**src/rtl/pipeline_hazard_ctrl_if.sv**
```systemverilog
// pipeline_hazard_ctrl_if: decoder/EX hazard inputs and pipeline control outputs
//   master: drives ID/EX hazard info, observes enables/flushes/counters
//   slave : the hazard controller
interface pipeline_hazard_ctrl_if #(parameter int REG_AW = 5);
    logic              id_valid;
    logic [REG_AW-1:0] id_rs1;
    logic [REG_AW-1:0] id_rs2;
    logic              id_uses_rs1;
    logic              id_uses_rs2;
    logic              id_multicycle;
    logic              ex_valid;
    logic              ex_mem_to_reg;
    logic [REG_AW-1:0] ex_rd;
    logic              ex_branch_taken;
    logic              pc_en;
    logic              if_id_en;
    logic              if_id_flush;
    logic              id_ex_en;
    logic              id_ex_flush;
    logic              ex_busy;
    logic [15:0]       stall_cycles;
    logic [7:0]        flush_count;
    modport master (
        output id_valid, id_rs1, id_rs2, id_uses_rs1, id_uses_rs2, id_multicycle,
               ex_valid, ex_mem_to_reg, ex_rd, ex_branch_taken,
        input  pc_en, if_id_en, if_id_flush, id_ex_en, id_ex_flush, ex_busy,
               stall_cycles, flush_count
    );
    modport slave (
        input  id_valid, id_rs1, id_rs2, id_uses_rs1, id_uses_rs2, id_multicycle,
               ex_valid, ex_mem_to_reg, ex_rd, ex_branch_taken,
        output pc_en, if_id_en, if_id_flush, id_ex_en, id_ex_flush, ex_busy,
               stall_cycles, flush_count
    );
endinterface

```
**src/rtl/pipeline_hazard_ctrl.sv**
```systemverilog
// pipeline_hazard_ctrl: load-use stall, branch flush and multi-cycle EX hold control
//   clk, rst (async, active-high)
//   hz: ID/EX hazard inputs in; PC/IF-ID/ID-EX enables and flushes, ex_busy,
//       saturating stall_cycles (pc_en=0 cycles) and flush_count (branch flushes) out
module pipeline_hazard_ctrl #(
    parameter int REG_AW     = 5,
    parameter int MC_LATENCY = 4
) (
    input  logic                  clk,
    input  logic                  rst,
    pipeline_hazard_ctrl_if.slave hz
);
    typedef enum logic {RUN, MULTI} state_t;
    state_t      state_q, state_d;
    logic [3:0]  mc_cnt_q, mc_cnt_d;
    logic [15:0] stall_q, stall_d;
    logic [7:0]  flush_q, flush_d;
    logic        load_use;
    logic        pc_en, if_id_en, if_id_flush, id_ex_en, id_ex_flush, ex_busy;
    assign load_use = hz.ex_valid & hz.ex_mem_to_reg & hz.id_valid &
                      (hz.ex_rd != {REG_AW{1'b0}}) &
                      ((hz.id_uses_rs1 & (hz.id_rs1 == hz.ex_rd)) |
                       (hz.id_uses_rs2 & (hz.id_rs2 == hz.ex_rd)));
    always_comb begin
        state_d     = state_q;
        mc_cnt_d    = mc_cnt_q;
        pc_en       = 1'b0;
        if_id_en    = 1'b0;
        if_id_flush = 1'b0;
        id_ex_en    = 1'b0;
        id_ex_flush = 1'b0;
        ex_busy     = 1'b0;
        if (rst) begin
            state_d  = RUN;
            mc_cnt_d = 4'd0;
        end else if (state_q == MULTI) begin
            // EX occupant is neither a branch nor a load, so hazard inputs are ignored
            ex_busy  = 1'b1;
            mc_cnt_d = mc_cnt_q - 4'd1;
            state_d  = (mc_cnt_q == 4'd1) ? RUN : MULTI;
        end else if (hz.ex_branch_taken) begin
            pc_en       = 1'b1;
            if_id_en    = 1'b1;
            if_id_flush = 1'b1;
            id_ex_en    = 1'b1;
            id_ex_flush = 1'b1;
        end else if (load_use) begin
            id_ex_en    = 1'b1;
            id_ex_flush = 1'b1;
        end else begin
            pc_en    = 1'b1;
            if_id_en = 1'b1;
            id_ex_en = 1'b1;
            // only an instruction that really advances into EX starts the hold
            if (hz.id_valid & hz.id_multicycle) begin
                state_d  = MULTI;
                mc_cnt_d = 4'(MC_LATENCY - 1);
            end
        end
        stall_d = (!pc_en && stall_q != 16'hFFFF) ? stall_q + 16'd1 : stall_q;
        flush_d = (if_id_flush && flush_q != 8'hFF) ? flush_q + 8'd1 : flush_q;
    end
    always_ff @(posedge clk or posedge rst) begin
        if (rst) begin
            state_q  <= RUN;
            mc_cnt_q <= 4'd0;
            stall_q  <= 16'd0;
            flush_q  <= 8'd0;
        end else begin
            state_q  <= state_d;
            mc_cnt_q <= mc_cnt_d;
            stall_q  <= stall_d;
            flush_q  <= flush_d;
        end
    end
    assign hz.pc_en        = pc_en;
    assign hz.if_id_en     = if_id_en;
    assign hz.if_id_flush  = if_id_flush;
    assign hz.id_ex_en     = id_ex_en;
    assign hz.id_ex_flush  = id_ex_flush;
    assign hz.ex_busy      = ex_busy;
    assign hz.stall_cycles = stall_q;
    assign hz.flush_count  = flush_q;
endmodule

```
**src/flat_wrapper.sv**
```systemverilog
// flat-port wrapper written by rule: the top's interface ports become plain ports
module pipeline_hazard_ctrl_flat 
#(
    parameter int REG_AW     = 5,
    parameter int MC_LATENCY = 4
)
  (clk, rst, hz_id_valid, hz_id_rs1, hz_id_rs2, hz_id_uses_rs1, hz_id_uses_rs2, hz_id_multicycle, hz_ex_valid, hz_ex_mem_to_reg, hz_ex_rd, hz_ex_branch_taken, hz_pc_en, hz_if_id_en, hz_if_id_flush, hz_id_ex_en, hz_id_ex_flush, hz_ex_busy, hz_stall_cycles, hz_flush_count);
  pipeline_hazard_ctrl_if #(.REG_AW(REG_AW)) hz_i ();
  input  logic clk;
  input  logic rst;
  input wire logic [$bits(hz_i.id_valid)-1:0] hz_id_valid;
  input wire logic [$bits(hz_i.id_rs1)-1:0] hz_id_rs1;
  input wire logic [$bits(hz_i.id_rs2)-1:0] hz_id_rs2;
  input wire logic [$bits(hz_i.id_uses_rs1)-1:0] hz_id_uses_rs1;
  input wire logic [$bits(hz_i.id_uses_rs2)-1:0] hz_id_uses_rs2;
  input wire logic [$bits(hz_i.id_multicycle)-1:0] hz_id_multicycle;
  input wire logic [$bits(hz_i.ex_valid)-1:0] hz_ex_valid;
  input wire logic [$bits(hz_i.ex_mem_to_reg)-1:0] hz_ex_mem_to_reg;
  input wire logic [$bits(hz_i.ex_rd)-1:0] hz_ex_rd;
  input wire logic [$bits(hz_i.ex_branch_taken)-1:0] hz_ex_branch_taken;
  output wire logic [$bits(hz_i.pc_en)-1:0] hz_pc_en;
  output wire logic [$bits(hz_i.if_id_en)-1:0] hz_if_id_en;
  output wire logic [$bits(hz_i.if_id_flush)-1:0] hz_if_id_flush;
  output wire logic [$bits(hz_i.id_ex_en)-1:0] hz_id_ex_en;
  output wire logic [$bits(hz_i.id_ex_flush)-1:0] hz_id_ex_flush;
  output wire logic [$bits(hz_i.ex_busy)-1:0] hz_ex_busy;
  output wire logic [$bits(hz_i.stall_cycles)-1:0] hz_stall_cycles;
  output wire logic [$bits(hz_i.flush_count)-1:0] hz_flush_count;
  assign hz_i.id_valid = hz_id_valid;
  assign hz_i.id_rs1 = hz_id_rs1;
  assign hz_i.id_rs2 = hz_id_rs2;
  assign hz_i.id_uses_rs1 = hz_id_uses_rs1;
  assign hz_i.id_uses_rs2 = hz_id_uses_rs2;
  assign hz_i.id_multicycle = hz_id_multicycle;
  assign hz_i.ex_valid = hz_ex_valid;
  assign hz_i.ex_mem_to_reg = hz_ex_mem_to_reg;
  assign hz_i.ex_rd = hz_ex_rd;
  assign hz_i.ex_branch_taken = hz_ex_branch_taken;
  assign hz_pc_en = hz_i.pc_en;
  assign hz_if_id_en = hz_i.if_id_en;
  assign hz_if_id_flush = hz_i.if_id_flush;
  assign hz_id_ex_en = hz_i.id_ex_en;
  assign hz_id_ex_flush = hz_i.id_ex_flush;
  assign hz_ex_busy = hz_i.ex_busy;
  assign hz_stall_cycles = hz_i.stall_cycles;
  assign hz_flush_count = hz_i.flush_count;
  pipeline_hazard_ctrl #(.REG_AW(REG_AW), .MC_LATENCY(MC_LATENCY)) u_core (.clk(clk), .rst(rst), .hz(hz_i));
endmodule
```
**config.mk**
```make
export PLATFORM = sky130hd
export DESIGN_NAME = pipeline_hazard_ctrl_flat
export DESIGN_NICKNAME = d
export VERILOG_FILES = /design/src/rtl/pipeline_hazard_ctrl_if.sv /design/src/rtl/pipeline_hazard_ctrl.sv /design/src/flat_wrapper.sv
export SDC_FILE = /design/constraint.sdc
export NUM_CORES = 1
export LEC_CHECK = 0
export ABC_CLOCK_PERIOD_IN_PS = 2900
export CORE_ASPECT_RATIO = 1.75
export CORE_MARGIN = 4
export CORE_UTILIZATION = 42
export DETAILED_ROUTE_END_ITERATION = 8
export PLACE_DENSITY = 0.75
export SETUP_SLACK_MARGIN = 0.4
export SLEW_MARGIN = 10
export SYNTH_ARGS = -nofsm -noshare
export SYNTH_HDL_FRONTEND = slang
export SYNTH_SLANG_ARGS = --single-unit
```
**constraint.sdc**
```tcl
create_clock -name clk -period 2.9 [get_ports clk]
set_input_delay 0.58 -clock clk [delete_from_list [all_inputs] [get_ports clk]]
set_output_delay 0.58 -clock clk [all_outputs]
set_load 0.05 [all_outputs]
```
Word level (Yosys, flattened, before mapping)
Cells that the tools add are included.

Bits in registers: 29. Bits of input ports: 24. Output and inout port bits: 30.

$add $sub $neg: 3. Equality and inequality tests: 7. Multiplexer cells: 26. Bitwise logic cells: 8. Reduce and logical (&&, ||, !) cells: 6.

Operators by type and width (count): two-way mux 1 bit (21); two-way mux 4 bit (5); adder 16 x 1 -> 16 bit, second input constant (1); != test 16 bit, second input constant (1); == test 5 bit (2); adder 8 x 1 -> 8 bit, second input constant (1); != test 8 bit, second input constant (1); bitwise AND 1 bit (7); != test 3 x 2 -> 1 bit, second input constant (2); nonzero test 5 bit (1); == test 4 x 1 -> 1 bit, second input constant (1); subtractor 4 x 1 -> 4 bit, second input constant (1); AND reduction 3 bit (1); nonzero test 3 bit (1); logical AND 1 bit (2); logical NOT 1 bit (1); OR 1 bit (1).

Depth between registers and ports, before layout
Word-level depth: 10. Mapped depth: 8. Depth with buffers taken out: 7.

Least setup slack after synthesis
No wires, ideal clock.

Kind: in2out. Start: in hz_ex_rd[1]. End: out hz_id_ex_flush. Arrival: 2.377 ns. Slack: -0.057 ns. Stages on the path: 7. Buffers on the path: 0. Cells stage by stage: xnor2_1 > nand4_1 > o22ai_1 > o2111ai_2 > inv_1 > a21oi_1 > nor3_1.

Longest elaborated chain between the ends: 8. Elaborated cells on any way between the ends: 12. Classes of those cells: eq/ne: 2; mux: 4; bitwise: 5; reduce/logical: 1.

RTL lines: from (decl) (RTL line flat_wrapper.sv:19) `input wire logic [$bits(hz_i.ex_rd)-1:0] hz_ex_rd;`; == test 5 bit (on tied branches) (RTL line pipeline_hazard_ctrl.sv:22, pipeline_hazard_ctrl.sv:23); bitwise AND 1 bit (on tied branches) (RTL line pipeline_hazard_ctrl.sv:22, pipeline_hazard_ctrl.sv:23); OR 1 bit (RTL line pipeline_hazard_ctrl.sv:22) `((hz.id_uses_rs1 & (hz.id_rs1 == hz.ex_rd)) |`; bitwise AND 1 bit (*) (RTL line pipeline_hazard_ctrl.sv:21) `(hz.ex_rd != {REG_AW{1'b0}}) &`; two-way mux 1 bit (*) (RTL line pipeline_hazard_ctrl.sv:47) `end else if (load_use) begin`; two-way mux 1 bit (*) (RTL line pipeline_hazard_ctrl.sv:41) `end else if (hz.ex_branch_taken) begin`; two-way mux 1 bit (*) (RTL line pipeline_hazard_ctrl.sv:36) `end else if (state_q == MULTI) begin`; two-way mux 1 bit (*) (RTL line pipeline_hazard_ctrl.sv:33) `if (rst) begin`; to (decl) (RTL line flat_wrapper.sv:25) `output wire logic [$bits(hz_i.id_ex_flush)-1:0] hz_id_ex_flush;`.

Mark *: on every way between the ends. The rest lies on a longest branch, timed or not.

Worst setup path after layout
Start: in hz_ex_rd[3]. End: out hz_id_ex_flush.

The elaborated chain is that of the path after synthesis.

==> run_results.csv <==
group,metric,value,unit
run_status,outcome,"finished clean",
worst_setup_path,rrSetupSlack,0.75,ns
pwr,ir_worst_vdd,0.668,mV
clock_network,cts_max_path_buffers,2,
timing,rsz0062_at_grt,"true",
worst_setup_path,crit_family,"simple AND/OR/NAND/NOR gates",
pwr,power,1740,uW
timing,worst_pin_slew,0.507,ns
pwr,intPower,996,uW
clock_network,insertion_delay,0.27,ns
worst_setup_path,crit_type,"in2out",
clock_network,clk_pin_slew,0.05,ns
timing,fin_tns_setup,0,ns
worst_setup_path,r2r-start,"u_core.hz.stall_cycles[5]$_DFFE_PP0P_",
layout,area_delta_synth_final,49.9,%
floorplan,rows,29,
layout,drive_above_1_share,22.7,%
timing,slew-limit-headroom,66.1,%
grt,grt_max_degree,25,
pwr,power_switching_share,42.8,%
clock_network,htree_num_levels,2,
timing,fin_crit,2.46,ns
worst_setup_path,path_max_fanout,4,
floorplan,num_io_pins,54,
floorplan,die_y,88.6,um
timing,drv_slew,0,
layout,ff_latch_area,726,sq um
routing,wl_per_cell,14.9,um
floorplan,initial_utilization,43.4,%
layout,fin_nets,235,
routing,viasPerCell,5.20,
layout,filler_cell_count,300,
floorplan,core,0.00359,sq mm
pwr,p_sw,745,uW
routing,drc,0,
hold_path,hp-class,"reg2reg",
clock_network,cts_num_sinks,29,
clock_network,cts_buffers,5,
clock_network,cts-root-buf,"clkbuf_8",
synthesis,synth.avg_cell_area,10.8,sq um
layout,fin_area,0.00234,sq mm
timing,clock_skew,0.00410,ns
hold_path,hold_depth,1,
grt,first_global_vias,1408,
synthesis,post_synth_num_cell_types,35,
timing,finalHoldViolCount,0,
routing,via_count,1316,
pwr,power_frac_seq,35.4,%
synthesis,seq_area_frac_synth,46.5,%
layout,multiInputGateArea,865,sq um
pwr,p_per_area,744,mW/mm^2
place,dpl_cell_area,0.00223,sq mm
worst_setup_path,crit_chain,"buf_6 > or4_4 > o2111ai_4 > inv_2 > a21oi_2 > nor3_2 > buf_6",
pwr,p_comb_share,46.2,%
routing,drtIter0Drc,23,
routing,ant_nets,0,
routing,drt-pass1-iter-count,4,
hold_path,hold_end,"u_core.hz.flush_count[4]$_DFFE_PP0P_",
grt,grt-ovfl-total,0,
clock_network,cts_tree,"done",
place,io_buffers,53,
worst_setup_path,cp.required,2.32,ns
clock_network,post_cts_buffers,0,
worst_setup_path,critPathSlowestCell,"or4_4",
hold_path,hold_start,"u_core.hz.flush_count[4]$_DFFE_PP0P_",
worst_setup_path,rr_endpoint,"u_core.hz.stall_cycles[1]$_DFFE_PP0P_",
floorplan,die_area,0.00479,sq mm
layout,num_antenna_cells,0,
synthesis,synth_cells,145,
worst_setup_path,critPathArrivalTime,1.88,ns
pwr,power.leakage,0.000981,uW
worst_setup_path,critical_path_buf_inv_count,3,
floorplan,die_w,54.1,um
worst_setup_path,start_kind,"primary input",
grt,antenna_found_initial,0,
worst_setup_path,worstRegToRegCells,7,
synthesis,ys_warn_count,0,
timing,setup_viol,0,
synthesis,synth.cell_area,0.00156,sq mm
grt,grt_use_total,17.8,%
place,gp_congestion,0.752,
timing,fin_crit_sh,84.8,%
place,dp_hpwl,2940,um
worst_setup_path,critPathCaptureType,"output pin",
worst_setup_path,slowest_delay,0.54,ns
worst_setup_path,critPathMostFrequentCell,"buf_6",
grt,grt_pass1_wl,6200,um
pwr,clockPowerShare,18.4,%
synthesis,synth_nets,173,
timing,fmax,0.406,GHz
routing,wl,3770,um
run,maxCapViolations,0,
synthesis,ys_ff_latch,29,
-- state kept, by name (all words and copies together) (netlist names) --
register,flops
u_core.hz.flush_count,8
u_core.hz.stall_cycles,16
u_core.mc_cnt_q,4
u_core.state_q,1
-- cells in the mapped netlist, drive strengths merged --
library cell | number | area [sq um]
nand2b | 2 | 12.5
o21ai | 2 | 10.0
ha | 4 | 50.1
inv | 6 | 22.5
clkbuf | 1 | 3.75
a41o | 1 | 10.0
xnor2 | 29 | 254
mux2 | 2 | 22.5
o221a | 1 | 11.3
nor2b | 3 | 18.8
and4 | 3 | 33.8
o31ai | 2 | 28.8
o2111ai | 1 | 15.0
and3 | 3 | 23.8
nand2 | 12 | 45.0
nor4b | 1 | 8.76
o21a | 2 | 15.0
a21oi | 2 | 10.0
nor2 | 6 | 22.5
o22ai | 1 | 6.26
nand3 | 9 | 45.0
nor3 | 3 | 15.0
buf | 2 | 18.8
xor2 | 3 | 26.3
and2 | 1 | 6.26
a221oi | 1 | 8.76
or3 | 1 | 6.26
and4b | 1 | 10.0
dfrtp | 29 | 726
nor4bb | 1 | 10.0
nand4 | 9 | 56.3
or4 | 1 | 7.51
-- power groups by stage --
stage               clock network (uW)  logic, uW  registers, uW
CTS                                332        812            617
global placement                     0        795            615
finish                             320        805            616
global route                       353        850            635
floorplan                            0        214            912
detailed placement                   0        807            623
-- through the flow --
step / hold slack (ns) / setup WS, ns / util (%) / instances
after floorplan: 0.547 / 0.350 / - / 145
after global placement: 0.485 / 0.00870 / 62.0 / 246
after detailed placement: 0.494 / -0.0464 / 62.0 / 246
after CTS: 0.513 / 0.400 / 64.9 / 253
after global routing: 0.539 / 0.321 / 65.1 / 253
final: 0.507 / 0.440 / 65.1 / 253
-- routing by layer --
metal | global-route usage [%] | part of all wire, % | up-vias
li1 | - | - | 629
met1 | 18.1 | 37 | 629
met2 | 31.9 | 52 | 50
met3 | 6.07 | 8.6 | 8
met4 | 7.48 | 2.0 | 0
met5 | 0 | 0 | -
-- worst register-to-register path: cells and delay by family, from the launching register on --
family | cells | cell delay [ns]
simple gates | 4 | 0.81
flops | 1 | 0.44
mux | 1 | 0.33
compound gates | 1 | 0.28
buf+inv | 1 | 0.18
-- area by class of cell --
type / instances / share of cell area (%)
Tap cell: 46 / 2.46
Inverter: 6 / 0.963
Clock buffer: 7 / 3.69
Sequential cell: 29 / 31.0
Timing Repair Buffer: 58 / 24.9
Multi-Input combinational cell: 107 / 37.0
-- cell families (layout without fill, tap and decap cells) --
family | Yosys count | in the layout | synth area share [%]
buffers and inverters | 9 | 71 | 2.89
AOI/OAI and AO/OA | 13 | 13 | 7.38
adders and majority gates | 4 | 4 | 3.21
and+or+nand+nor | 56 | 56 | 20.6
DFF | 29 | 29 | 46.5
muxes | 2 | 2 | 1.44
xor gates and xnor gates | 32 | 32 | 18.0
-- timing repair --
item                                    CTS  global route
hold buffers                              0             0
resized for setup                        61             4
pin swaps                                18             7
endpoints found under the setup margin   18             2
hold endpoints to repair                  0             0
-- worst max path at each step --
| stage | start | to | slack [ns] | depth (start not counted) |
|---|---|---|---|---|
| detailed placement | hz_ex_rd[4] | u_core.hz.stall_cycles[1]$_DFFE_PP0P_ | -0.05 | 9 |
| CTS | hz_id_rs1[0] | hz_id_ex_flush | 0.40 | 9 |
| global placement | hz_ex_rd[3] | hz_id_ex_flush | 0.009 | 7 |
| floorplan | hz_ex_rd[1] | hz_id_ex_flush | 0.35 | 7 |
| finish | hz_ex_rd[3] | hz_id_ex_flush | 0.44 | 7 |
| global route | hz_id_rs2[4] | hz_id_ex_flush | 0.32 | 9 |
-- layout by cell type (no fill, tap or decap), types with 4 or more instances in the layout --
cell type | netlist | routed
clkdlybuf4s50_1 | 0 | 30
nand4_1 | 9 | 9
inv_1 | 6 | 5
clkdlybuf4s15_1 | 0 | 4
nand2_1 | 12 | 12
ha_1 | 4 | 4
buf_12 | 0 | 5
nand3_1 | 9 | 9
buf_6 | 1 | 4
nor2_1 | 6 | 5
xnor2_2 | 0 | 4
buf_4 | 1 | 4
xnor2_1 | 29 | 25
dfrtp_1 | 29 | 29
clkbuf_8 | 0 | 6
buf_2 | 0 | 7
Power figures use the tool's default switching activity.
